[src/rtl/pmod_debounce.sv]
// pmod_debounce: synchronize, debounce and edge-detect PMOD switch lines with sticky flags and a press counter
module pmod_debounce #(
    parameter int WIDTH           = 8,
    parameter int DEBOUNCE_CYCLES = 1000000,
    parameter int CNT_W           = 20
) (
    input  logic             clk,
    input  logic             rst,
    input  logic [WIDTH-1:0] pmod_b,
    input  logic [WIDTH-1:0] clr,
    output logic [WIDTH-1:0] level,
    output logic [WIDTH-1:0] rise,
    output logic [WIDTH-1:0] fall,
    output logic [WIDTH-1:0] sticky,
    output logic [7:0]       rise_count
);
    localparam logic [CNT_W-1:0] LAST = CNT_W'(DEBOUNCE_CYCLES - 1);

    logic [WIDTH-1:0] s1, s2, hit;
    logic [CNT_W-1:0] cnt [WIDTH];
    logic [7:0]       pop;

    // two-flop synchronizer; only s2 feeds the debounce logic
    always_ff @(posedge clk or posedge rst)
        if (rst) begin
            s1 <= '0;
            s2 <= '0;
        end else begin
            s1 <= pmod_b;
            s2 <= s1;
        end

    for (genvar i = 0; i < WIDTH; i++) begin : g_bit
        assign hit[i] = s2[i] != level[i] && cnt[i] == LAST;
        // stability counter: runs while the line disagrees with level, restarts on agreement or acceptance
        always_ff @(posedge clk or posedge rst)
            if (rst) cnt[i] <= '0;
            else     cnt[i] <= (s2[i] == level[i] || hit[i]) ? '0 : cnt[i] + 1'b1;
    end

    // accept the new value and emit a single-cycle edge pulse in the same cycle level changes
    always_ff @(posedge clk or posedge rst)
        if (rst) begin
            level <= '0;
            rise  <= '0;
            fall  <= '0;
        end else begin
            level <= level ^ hit;
            rise  <= hit & s2;
            fall  <= hit & ~s2;
        end

    // number of bits rising this cycle
    always_comb begin
        pop = '0;
        for (int i = 0; i < WIDTH; i++) pop = pop + 8'(rise[i]);
    end

    // sticky press flags (set beats clear) and wrapping press counter
    always_ff @(posedge clk or posedge rst)
        if (rst) begin
            sticky     <= '0;
            rise_count <= '0;
        end else begin
            sticky     <= rise | (sticky & ~clr);
            rise_count <= rise_count + pop;
        end
endmodule

[config.mk]
export PLATFORM = sky130hd
export DESIGN_NAME = pmod_debounce
export DESIGN_NICKNAME = d
export VERILOG_FILES = /design/src/rtl/pmod_debounce.sv
export SDC_FILE = /design/constraint.sdc
export NUM_CORES = 1
export LEC_CHECK = 0
export ABC_AREA = 1
export CORE_ASPECT_RATIO = 0.9
export CORE_MARGIN = 2
export CORE_UTILIZATION = 43
export CTS_BUF_LIST = sky130_fd_sc_hd__clkbuf_4
export DETAILED_ROUTE_END_ITERATION = 8
export PLACE_DENSITY = 0.71
export SETUP_SLACK_MARGIN = 0.05
export SYNTH_ARGS = -nofsm -noshare
export SYNTH_HDL_FRONTEND = slang
export SYNTH_SLANG_ARGS = --single-unit
[constraint.sdc]
create_clock -name clk -period 20.2 [get_ports clk]
set_clock_uncertainty 0.2 [all_clocks]
set_input_delay 2.02 -clock clk [delete_from_list [all_inputs] [get_ports clk]]
set_output_delay 2.02 -clock clk [all_outputs]
set_load 0.02 [all_outputs]
# Yosys cells after proc, flatten, opt, wreduce, memory -nomap -nowiden

Cells that the tools add are included.

$add $sub $neg: 16
Eq/ne operators: 24
Mux-type cells: 8
Bitwise gates (word level): 7
Reductions and logical operators: 16

Operators by type and width:

| cell                    | count |
|---|---|
| $add A20 B1 Y20 const B | 8 |
| $eq A20 B20 Y1 const B  | 8 |
| $mux W20                | 8 |
| $and A8 B8 Y8           | 3 |
| $not A8 Y8              | 2 |
| $add A7 B1 Y8           | 1 |
| $add A8 B8 Y8           | 1 |
| $eq A1 B1 Y1            | 8 |
| $logic_and A1 B1 Y1     | 8 |
| $logic_or A1 B1 Y1      | 8 |
| $ne A1 B1 Y1            | 8 |
| $or A8 B8 Y8            | 1 |
| $xor A8 B8 Y8           | 1 |
| $add A6 B1 Y7           | 1 |
| $add A5 B1 Y6           | 1 |
| $add A4 B1 Y5           | 1 |
| $add A3 B1 Y4           | 1 |
| $add A2 B1 Y3           | 1 |
| $add A1 B1 Y2           | 1 |

Flip-flop bits (word level): 216
Input bits: 18
Output and inout bits: 40
Logic and storage cells: 86

# Longest topological paths before layout

Gate-level depths: netlist (run 1).

Word-level depth: 8
Mapped depth: 11
Mapped depth without buffers: 11

# Least setup slack after synthesis (run 1)

No wires, ideal clock.

Kind: register to register
Start: reg rise[0]
End: reg rise_count[6]
Library setup time: 0.131 ns
Arrival: 2.781 ns
Data required time: 19.869 ns
Slack: 17.088 ns
Stages on the path, launching flop included: 10
Path buffers: 0
Period minus slack after synthesis: 3.112 ns
Cells stage by stage: dfrtp_1 -> fa_1 -> ha_1 -> ha_1 -> ha_1 -> ha_1 -> fa_1 -> nand4_1 -> nand3_1 -> xor2_1

Cells in the longest elaborated chain, start to end: 8

RTL lines:

| item                   | line | RTL |
|---|---|---|
| from (decl)            | 12   | `output logic [WIDTH-1:0] rise,` |
| from (signal assigned) | 49   | `rise <= hit & s2;` |
| $add A1 B1 Y2          | 56   | `for (int i = 0; i < WIDTH; i++) pop = pop + 8'(rise[i]);` |
| $add A2 B1 Y3          | 56   |  |
| $add A3 B1 Y4          | 56   |  |
| $add A4 B1 Y5          | 56   |  |
| $add A5 B1 Y6          | 56   |  |
| $add A6 B1 Y7          | 56   |  |
| $add A7 B1 Y8          | 56   |  |
| $add A8 B8 Y8          | 66   | `rise_count <= rise_count + pop;` |
| to (signal assigned)   | 66   |  |
| to (decl)              | 15   | `output logic [7:0] rise_count` |

Every way passes these cells.

# Worst setup path in the final report (run 1)

Start: reg rise[4]
End: out rise[4]

No word-level cell between the ends.

==> flow_metrics.env, run 1 <==
export IMPL_dp_slack_ns=15.73
export IMPL_dp_cells=1849
export IMPL_num_vias=9017
export IMPL_grt_util_met2=0.274
export IMPL_grt_max_degree=149
export IMPL_grt_pass1_wl_um=38900
export IMPL_setup_viol=0
export IMPL_die_area_um2=27700
export IMPL_use_met3=0.0382
export IMPL_grt_pass1_vias=8813
export IMPL_clock_latency_ns=0.65
export IMPL_ys_ff_latch=216
export IMPL_row_count=56
export IMPL_hold_buffers=0
export IMPL_area_growth_pct=13.8
export IMPL_synth_cell_types=27
export IMPL_synth_top_cell_by_area="dfrtp_1"
export IMPL_grt_util_all_layers=0.167
export IMPL_die_w_um=175
export IMPL_routed_wirelength_um=22000
export IMPL_reg2reg_slack_ns=16.95
export IMPL_clockBufferDepth=3
export IMPL_h_tree_depth=2
export IMPL_clkSlewWorstSetupHoldPaths_ns=0.06
export IMPL_syn_inst=1453
export IMPL_cts_resized=0
export IMPL_yosysMostFrequentCell="nor2_1"
export IMPL_peakVddDrop_v=0.0000516
export IMPL_synth_area_um2=11400
export IMPL_ys_top_cells_by_area="dfrtp_1, nor2_1, nand2_1"
export IMPL_netlist_top_cells_count="nor2_1, nand2_1, dfrtp_1"
export IMPL_max_slew_margin=0.327
export IMPL_insertedDiodeCount=0
export IMPL_gp_congestion=0.867
export IMPL_power_leakage_uw=0.00590
export IMPL_min_to="s2[2]"
export IMPL_grt_overflow_total=0
export IMPL_antenna_left=0
export IMPL_antenna_found_initial=0
export IMPL_status="completed"
export IMPL_hpwl_um=15600
export IMPL_final_setup_worst_slack_ns=16.15
export IMPL_synth_top_area_frac=0.476
export IMPL_final_hold_viol_count=0
export IMPL_critPathRequiredTime_ns=17.98
export IMPL_dr_pass1_iters=5
export IMPL_postLayoutCellArea_um2=12900
export IMPL_viasPerCell=4.65
export IMPL_holdPathStages=0
export IMPL_die_h_um=158
export IMPL_synth_area_per_cell_um2=7.81
export IMPL_seqCellArea_um2=5410
export IMPL_drc=0
export IMPL_crit_fanout=3
export IMPL_ys_seq_area_frac=0.476
export IMPL_slew_viol_final=0
export IMPL_hold_class="reg2reg"
export IMPL_worstReg2RegEnd="rise_count[7]"
export IMPL_synth_ff_type="dfrtp_1"
export IMPL_crit_buf_inv=1
export IMPL_layout_worst_path_cycle_share=0.201
export IMPL_finalNonFillerCells=1941
export IMPL_yosysWarningCount=0
export IMPL_drv_cap=0
export IMPL_coreArea_um2=26000
export IMPL_period_minus_slack_ns=4.05
export IMPL_holdCritStartpoint="s1[2]"
export IMPL_slowest_stage="clkdlybuf4s50_1"
export IMPL_reg2reg_depth=11
export IMPL_cts_tree="done"
export IMPL_root_buffer="clkbuf_4"
export IMPL_numPortBuffers=57
export IMPL_crit_path_start_kind="flop"
export IMPL_start_util=0.437
export IMPL_pin_count=58
export IMPL_nFillCells=2518
export IMPL_timing_rr_start="rise[0]"
export IMPL_nets=1600
export IMPL_synth_edf_count=0
export IMPL_dpl_cell_area_um2=12300
export IMPL_layout_drive_gt1_share=0.0822
export IMPL_cts_inserted_buffers=55
export IMPL_tightestPinTransition_ns=1.01
export IMPL_met1_usage=0.223
export IMPL_rsz0062_at_grt="false"
export IMPL_setup_tns_final_ns=0
export IMPL_cp_top_family="buffers and inverters"
export IMPL_timing_worst_setup_path_type="reg2out"
export IMPL_wl_per_cell_um=11.4
export IMPL_crit_chain="clkdlybuf4s50_1"
export IMPL_cts_sinks=216
export IMPL_syn_nets=1495
export IMPL_postCtsSetupBuffers=0
export IMPL_power_per_cell_area_nw_per_um2=63.9
export IMPL_crit_arrival_ns=1.83
export IMPL_drtIter0Drc=504
export IMPL_grt_busiest_layer="met2"
export IMPL_end_kind="output port"
export IMPL_multi_input_area_um2=5150
export IMPL_max_freq_mhz=247
export IMPL_slowest_delay_ns=0.70
export IMPL_synthArstFlopShare=1.00
-- power by group --
part	internal, uW	switching, uW
clock network	185	170
registers	438	5.20
logic	8.28	18.7
-- cell type report --
cell class	count	area share
sequential	216	0.418
multi-input combinational	1046	0.399
inverter	181	0.0532
clock buffer	83	0.0482
timing repair buffer	58	0.0447
tap	348	0.0337
clock inverter	9	0.00281
-- registers in the layout (all words and copies together), names as in the netlist, named ones only --
name and flops:
s1 8, rise 8, sticky 8, cnt 160, rise_count 8, s2 8, fall 8
-- metrics by stage --
step	power (uW)	hold slack, ns	utilization
2_1_floorplan	471	0.131	-
6_report	825	0.148	0.497
3_5_place_dp	479	0.135	0.472
5_1_grt	872	0.155	0.497
4_1_cts	842	0.151	0.497
3_3_place_gp	479	0.132	0.472
-- layer usage --
metal  share of wire  routed length [um]
met3           0.052                1140
met1            0.49               10800
met4           0.016                 352
met5               0                   0
met2            0.44                9770
-- cells in the final DEF, fill, tap and decap left out, types with 2 or more instances in the layout --
cell type and n:
inv_1 178, nor2_2 11, clkdlybuf4s50_1 57, o21ai_0 7
xor2_1 65, dfrtp_1 216, nand2_2 3, nor2_4 7
nand2_4 6, clkinv_2 2, ha_1 20, inv_2 2
nand3_2 12, nor2_1 375, clkbuf_4 83, nand2_1 354
or2_2 2, o21bai_1 14, fa_1 4, nor3_1 15
a21oi_1 10, nand4_1 24, clkinv_1 7, nand3_1 78
xnor2_1 36
-- cell families (layout without fill, tap and decap cells) --
family,count (synthesis),count (layout),share of synthesized area
flops,216,216,0.476
xor+xnor,101,101,0.0779
buf+inv,191,331,0.0699
fa+ha+maj,24,24,0.0291
compound gates,32,32,0.0173
simple gates,889,889,0.330
-- how the worst max path moves through the flow --
| stage | startpoint | depth (start not counted) | endpoint |
|---|---|---|---|
| final | rise[4] | 1 | rise[4] |
| after global routing | rise[4] | 1 | rise[4] |
| after CTS | rise[4] | 1 | rise[4] |
| after detailed placement | rst | 3 | asynchronous set/reset pin |
| after global placement | rst | 3 | fall[5] |
| after floorplan | rst | 1 | asynchronous set/reset pin |
-- worst reg2reg max path, delay by kind of cell (launching register included) --
kind	cells	cell delay [ns]
AO/OA/AOI/OAI	2	0.32
XOR/XNOR	1	0.20
adder cells (fa/ha/maj)	6	1.80
flip-flops	1	0.41
AND/OR/NAND/NOR	2	0.18
No activity file was read; power rests on OpenSTA's default activity.
==> run 2: changes to the inputs <==
--- a/config.mk
+++ b/config.mk
@@ -11,7 +11,7 @@
 export CORE_UTILIZATION = 43
 export CTS_BUF_LIST = sky130_fd_sc_hd__clkbuf_4
 export DETAILED_ROUTE_END_ITERATION = 8
-export PLACE_DENSITY = 0.71
+export PLACE_DENSITY = 0.74
 export SETUP_SLACK_MARGIN = 0.05
 export SYNTH_ARGS = -nofsm -noshare
 export SYNTH_HDL_FRONTEND = slang
==> constraint.sdc (replaced) <==
create_clock -name clk -period 3.26 [get_ports clk]
set_clock_uncertainty 0.2 [all_clocks]
set_input_delay 0.326 -clock clk [delete_from_list [all_inputs] [get_ports clk]]
set_output_delay 0.326 -clock clk [all_outputs]
set_load 0.02 [all_outputs]
==> run 2 against run 1 <==
Against the previous run: register-to-register slack worse by 17 ns; sequential share of layout area is 0.86 points lower; first-iteration DRC count decreased by 3.2%; via count up 2.0%; critical path depth increased by 8; critical path type is now reg2reg; core utilization increased by 1.0 points; hold slack got worse by 0.085 ns; largest power group unchanged; sequential power increased to 6.2 times the previous value.
==> flow_metrics.env, run 2 (synthesis results as in run 1) <==
export IMPL_clkSlewWorstSetupHoldPaths_ns=0.07
export IMPL_timing_hold_ws_ns=0.0630
export IMPL_num_vias=9200
export IMPL_met1_usage=0.236
export IMPL_use_met3=0.0444
export IMPL_crit_arrival_ns=3.53
export IMPL_crit_path_start_kind="flop"
export IMPL_status="completed"
export IMPL_post_route_util=0.507
export IMPL_crit_chain="fa_1, ha_1, ha_1, ha_1, ha_1, fa_1, nand4_1, nand3_1, xor2_1"
export IMPL_crit_fanout=3
export IMPL_slowest_stage="fa_1"
export IMPL_cts_sinks=216
export IMPL_power_per_cell_area_nw_per_um2=407
export IMPL_grt_max_degree=145
export IMPL_numPortBuffers=57
export IMPL_peakVddDrop_v=0.000287
export IMPL_routed_wirelength_um=23400
export IMPL_crit_top_cell="ha_1"
export IMPL_antenna_left=0
export IMPL_timing_worst_setup_path_type="reg2reg"
export IMPL_end_kind="flop"
export IMPL_timing_rr_start="rise[0]"
export IMPL_die_h_um=158
export IMPL_gp_congestion=0.861
export IMPL_area_growth_pct=16.2
export IMPL_drv_cap=0
export IMPL_period_minus_slack_ns=3.18
export IMPL_cts_tree="done"
export IMPL_grt_busiest_layer="met2"
export IMPL_hpwl_um=16800
export IMPL_tightestPinTransition_ns=0.737
export IMPL_pin_count=58
export IMPL_grt_pass1_wl_um=40500
export IMPL_dr_pass1_iters=5
export IMPL_dpl_cell_area_um2=12300
export IMPL_drtIter0Drc=488
export IMPL_nets=1620
export IMPL_wl_per_cell_um=11.9
export IMPL_switching_share=0.244
export IMPL_start_util=0.437
export IMPL_grt_util_met2=0.275
export IMPL_top_register="cnt"
export IMPL_worstReg2RegEnd="rise_count[6]"
export IMPL_power_frac_comb=0.035
export IMPL_critPathCapture="rise_count[6]"
export IMPL_root_buffer="clkbuf_4"
export IMPL_clock_latency_ns=0.68
export IMPL_setup_viol=0
export IMPL_layout_drive_gt1_share=0.0862
export IMPL_mostFrequentLayoutCells="nor2_1, nand2_1, dfrtp_1"
export IMPL_viasPerCell=4.66
export IMPL_cts_inserted_buffers=59
export IMPL_hold_class="in2reg"
export IMPL_final_hold_viol_count=0
export IMPL_p_switching_uw=1310
export IMPL_antenna_found_initial=1
export IMPL_row_count=56
export IMPL_internal_power_uw=4060
export IMPL_max_freq_mhz=315
export IMPL_grt_overflow_total=0
export IMPL_grt_util_all_layers=0.176
export IMPL_reg2reg_slack_ns=0.08
export IMPL_final_common_cell="nor2_1"
export IMPL_largest_register_ff_count=160
export IMPL_clkPwrFrac=0.453
export IMPL_grt_pass1_vias=8887
export IMPL_clockBufferDepth=3
export IMPL_coreArea_um2=26000
export IMPL_max_slew_margin=0.509
export IMPL_die_w_um=175
export IMPL_power_leakage_uw=0.00601
export IMPL_postLayoutCellArea_um2=13200
export IMPL_slowest_delay_ns=0.51
export IMPL_seq_power_share=0.512
export IMPL_rsz0062_at_grt="true"
export IMPL_reg2reg_depth=9
export IMPL_drc=0
export IMPL_slew_viol_final=0
export IMPL_die_area_um2=27700
export IMPL_crit_start="rise[0]"
export IMPL_critPathRequiredTime_ns=3.62
export IMPL_h_tree_depth=2
export IMPL_layout_worst_path_cycle_share=0.974
==> run 2: changes by cell type in the layout (fill, tap and decap cells not counted), moves of 2 or more <==
cell / delta
dlygate4sd3_1: +13
clkinv_1: +12
clkinv_2: +6
clkbuf_4: -5
buf_4: +2
bufinv_16: +2
==> run 2: timing repair <==
item / in CTS / in global routing
endpoints found under the setup margin: 0 / 4
resized for setup: 0 / 3
hold buffers: 13 / 0
setup buffers: 0 / 1
endpoints found under the hold margin: 84 / 0
==> run 2: per-stage QoR <==
stage	setup TNS, ns	total power [uW]	cells	worst slack (ns)
2_1_floorplan	-16.88	2920	1453	-0.0781
3_3_place_gp	0	2970	1851	0.143
3_5_place_dp	0	2980	1851	0.0834
4_1_cts	0	5470	1971	0.0647
5_1_grt	0	5670	1973	0.0238
6_report	0	5360	1973	0.0847
==> run 2: power groups by stage <==
stage          sequential [uW]  combinational (uW)  clock (uW)
3_5_place_dp              2800                 180           0
6_report                  2750                 187        2430
3_3_place_gp              2790                 177           0
2_1_floorplan             2790                 131           0
5_1_grt                   2750                 217        2700
4_1_cts                   2750                 194        2530
==> run 2: layout make-up <==
class / count / area, um2
Antenna cell: 1 / 2.50
Clock buffer: 78 / 586
Clock inverter: 29 / 171
Fill cell: 2436 / 12800
Inverter: 181 / 683
Multi-Input combinational cell: 1046 / 5160
Sequential cell: 216 / 5410
Tap cell: 348 / 435
Timing Repair Buffer: 74 / 743
==> run 2: worst min path at each step <==
stage,startpoint,endpoint,slack [ns],cells after the start
2_1_floorplan,s1[0],s2[0],0.13,0
3_3_place_gp,s1[2],s2[2],0.13,0
3_5_place_dp,s1[2],s2[2],0.13,0
4_1_cts,clr[6],sticky[6],0.004,2
5_1_grt,clr[6],sticky[6],0.01,2
6_report,clr[6],sticky[6],0.06,2
==> run 2: routing by layer <==
metal / vias to the layer above / wire, um
li1: 4734 / -
met1: 4216 / 11200
met2: 204 / 10300
met3: 46 / 1370
met4: 0 / 570
met5: - / 0
==> run 2: critical path, delay by kind of cell, from the launching register on <==
| family | cells | cell delay, ns |
|---|---|---|
| adders and majority gates | 6 | 2.08 |
| xor gates and xnor gates | 1 | 0.15 |
| and+or+nand+nor | 2 | 0.21 |
| DFF | 1 | 0.42 |
==> run 3: changes to the inputs <==
--- a/config.mk
+++ b/config.mk
@@ -6,12 +6,13 @@
 export NUM_CORES = 1
 export LEC_CHECK = 0
 export ABC_AREA = 1
+export ABC_CLOCK_PERIOD_IN_PS = 3500
 export CORE_ASPECT_RATIO = 0.9
 export CORE_MARGIN = 2
 export CORE_UTILIZATION = 43
 export CTS_BUF_LIST = sky130_fd_sc_hd__clkbuf_4
 export DETAILED_ROUTE_END_ITERATION = 8
-export PLACE_DENSITY = 0.74
+export PLACE_DENSITY = 0.71
 export SETUP_SLACK_MARGIN = 0.05
 export SYNTH_ARGS = -nofsm -noshare
 export SYNTH_HDL_FRONTEND = slang
==> constraint.sdc (replaced) <==
create_clock -name clk -period 3.5 [get_ports clk]
set_clock_uncertainty 0.2 [all_clocks]
set_input_delay 0.35 -clock clk [delete_from_list [all_inputs] [get_ports clk]]
set_output_delay 0.35 -clock clk [all_outputs]
set_load 0.02 [all_outputs]
==> run 3 against run 2 <==
Against the previous run: clock power is 14% lower; maximum frequency is 0.52% higher; sequential share of layout area is 0.40 points higher; first-iteration DRC count is 3.7% lower; hold slack worse by 0.00088 ns; critical path depth stayed put; sequential cell count stayed put; design area is 0.96% lower; routed wire length is 2.3% lower; sequential power is 7% lower; count of clock-buffer cells in the layout is 5 lower.
==> flow_metrics.env, run 3 (synthesis results as in run 1) <==
export IMPL_internal_power_uw=3640
export IMPL_finalPower_uw=4820
export IMPL_top_register="cnt"
export IMPL_period_minus_slack_ns=3.16
export IMPL_antenna_found_initial=0
export IMPL_max_freq_mhz=317
export IMPL_grt_overflow_total=0
export IMPL_peakVddDrop_v=0.000213
export IMPL_grt_max_degree=90
export IMPL_drv_cap=0
export IMPL_setup_viol=0
export IMPL_die_area_um2=27700
export IMPL_crit_path_start_kind="flop"
export IMPL_cts_inserted_buffers=55
export IMPL_timing_worst_setup_path_type="reg2reg"
export IMPL_grt_pass1_wl_um=40300
export IMPL_seq_power_share=0.531
export IMPL_rsz0062_at_grt="false"
export IMPL_power_leakage_uw=0.00595
export IMPL_power_per_cell_area_nw_per_um2=369
export IMPL_grt_busiest_layer="met2"
export IMPL_dr_pass1_iters=5
export IMPL_grt_util_met2=0.286
export IMPL_area_growth_pct=15.1
export IMPL_final_hold_viol_count=0
export IMPL_hold_class="in2reg"
export IMPL_slew_viol_final=0
export IMPL_pin_count=58
export IMPL_met1_usage=0.232
export IMPL_insertedDiodeCount=0
export IMPL_mostFrequentLayoutCells="nor2_1, nand2_1, dfrtp_1"
export IMPL_clock_latency_ns=0.65
export IMPL_wl_per_cell_um=11.7
export IMPL_num_vias=9068
export IMPL_drc=0
export IMPL_clockBufferDepth=3
export IMPL_crit_fanout=3
export IMPL_final_common_cell="nor2_1"
export IMPL_layout_drive_gt1_share=0.0807
export IMPL_postCtsSetupBuffers=0
export IMPL_grt_util_all_layers=0.175
export IMPL_row_count=56
export IMPL_largest_register_ff_count=160
export IMPL_cts_tree="done"
export IMPL_clkSlewWorstSetupHoldPaths_ns=0.06
export IMPL_root_buffer="clkbuf_4"
export IMPL_layout_worst_path_cycle_share=0.903
export IMPL_clkPwrFrac=0.434
export IMPL_p_switching_uw=1180
export IMPL_grt_pass1_vias=8942
export IMPL_use_met3=0.0415
export IMPL_start_util=0.437
export IMPL_power_frac_comb=0.035
export IMPL_end_kind="flop"
export IMPL_max_slew_margin=0.415
export IMPL_routed_wirelength_um=22900
export IMPL_switching_share=0.245
export IMPL_h_tree_depth=2
export IMPL_crit_arrival_ns=3.49
export IMPL_coreArea_um2=26000
export IMPL_nFillCells=2489
export IMPL_critPathRequiredTime_ns=3.83
export IMPL_die_h_um=158
export IMPL_tightestPinTransition_ns=0.878
export IMPL_nets=1612
export IMPL_status="completed"
export IMPL_hpwl_um=16400
export IMPL_cts_sinks=216
export IMPL_drtIter0Drc=470
export IMPL_gp_congestion=0.875
export IMPL_viasPerCell=4.63
export IMPL_die_w_um=175
export IMPL_numPortBuffers=57
export IMPL_setup_tns_final_ns=0
export IMPL_antenna_left=0
==> run 3: final cells by class <==
class | instances | area, um2 | area share
Inverter | 181 | 683 | 0.0523
Timing Repair Buffer | 70 | 706 | 0.0540
Clock buffer | 73 | 548 | 0.0420
Clock inverter | 25 | 131 | 0.0101
Tap cell | 348 | 435 | 0.0333
Sequential cell | 216 | 5410 | 0.414
Multi-Input combinational cell | 1046 | 5150 | 0.395
==> run 3: what timing repair did <==
item / CTS / global route
resized for setup: 0 / 0
hold buffers: 10 / 0
hold endpoints to repair: 53 / 0
==> run 3: per-layer routing <==
layer / part of all wire / wire, um
met4: 0.014 / 323
met1: 0.48 / 11100
met3: 0.051 / 1160
met2: 0.45 / 10300
met5: 0 / 0
==> run 3: path summary, 6_finish.rpt <==
path	slack, ns	endpoint	depth (start not counted)	start
min in group asynchronous	0.55	cnt[52]	4	rst
setup reg to reg	0.34	rise_count[6]	9	rise[0]
hold / removal	0.06	sticky[6]	2	clr[6]
max in group asynchronous	1.75	s2[2]	4	rst
hold reg to reg	0.15	s2[2]	0	s1[2]
setup / recovery	0.34	rise_count[6]	9	rise[0]
==> run 3: stage by stage <==
| stage | setup slack (ns) | instances | instance area, um2 | hold WS [ns] | util |
|---|---|---|---|---|---|
| after floorplan | 0.138 | 1453 | 11400 | 0.131 | - |
| after global placement | 0.397 | 1851 | 12300 | 0.131 | 0.473 |
| after detailed placement | 0.355 | 1851 | 12300 | 0.135 | 0.473 |
| final | 0.341 | 1959 | 13100 | 0.0621 | 0.503 |
| after CTS | 0.349 | 1959 | 13100 | 0.0130 | 0.503 |
| after global routing | 0.206 | 1959 | 13100 | 0.0194 | 0.503 |
==> run 3: power by group through the flow <==
stage	Clock, uW	Sequential, uW	Combinational [uW]
after floorplan	0	2600	122
final	2090	2560	169
after detailed placement	0	2610	166
after global placement	0	2600	164
after CTS	2180	2560	176
after global routing	2320	2560	199
==> run 3: critical path, stage by stage, from the launching register on <==
cell	delay, ns
dfrtp_1	0.42
fa_1	0.50
ha_1	0.20
ha_1	0.28
ha_1	0.28
ha_1	0.34
fa_1	0.49
nand4_1	0.12
nand3_1	0.08
xor2_1	0.14
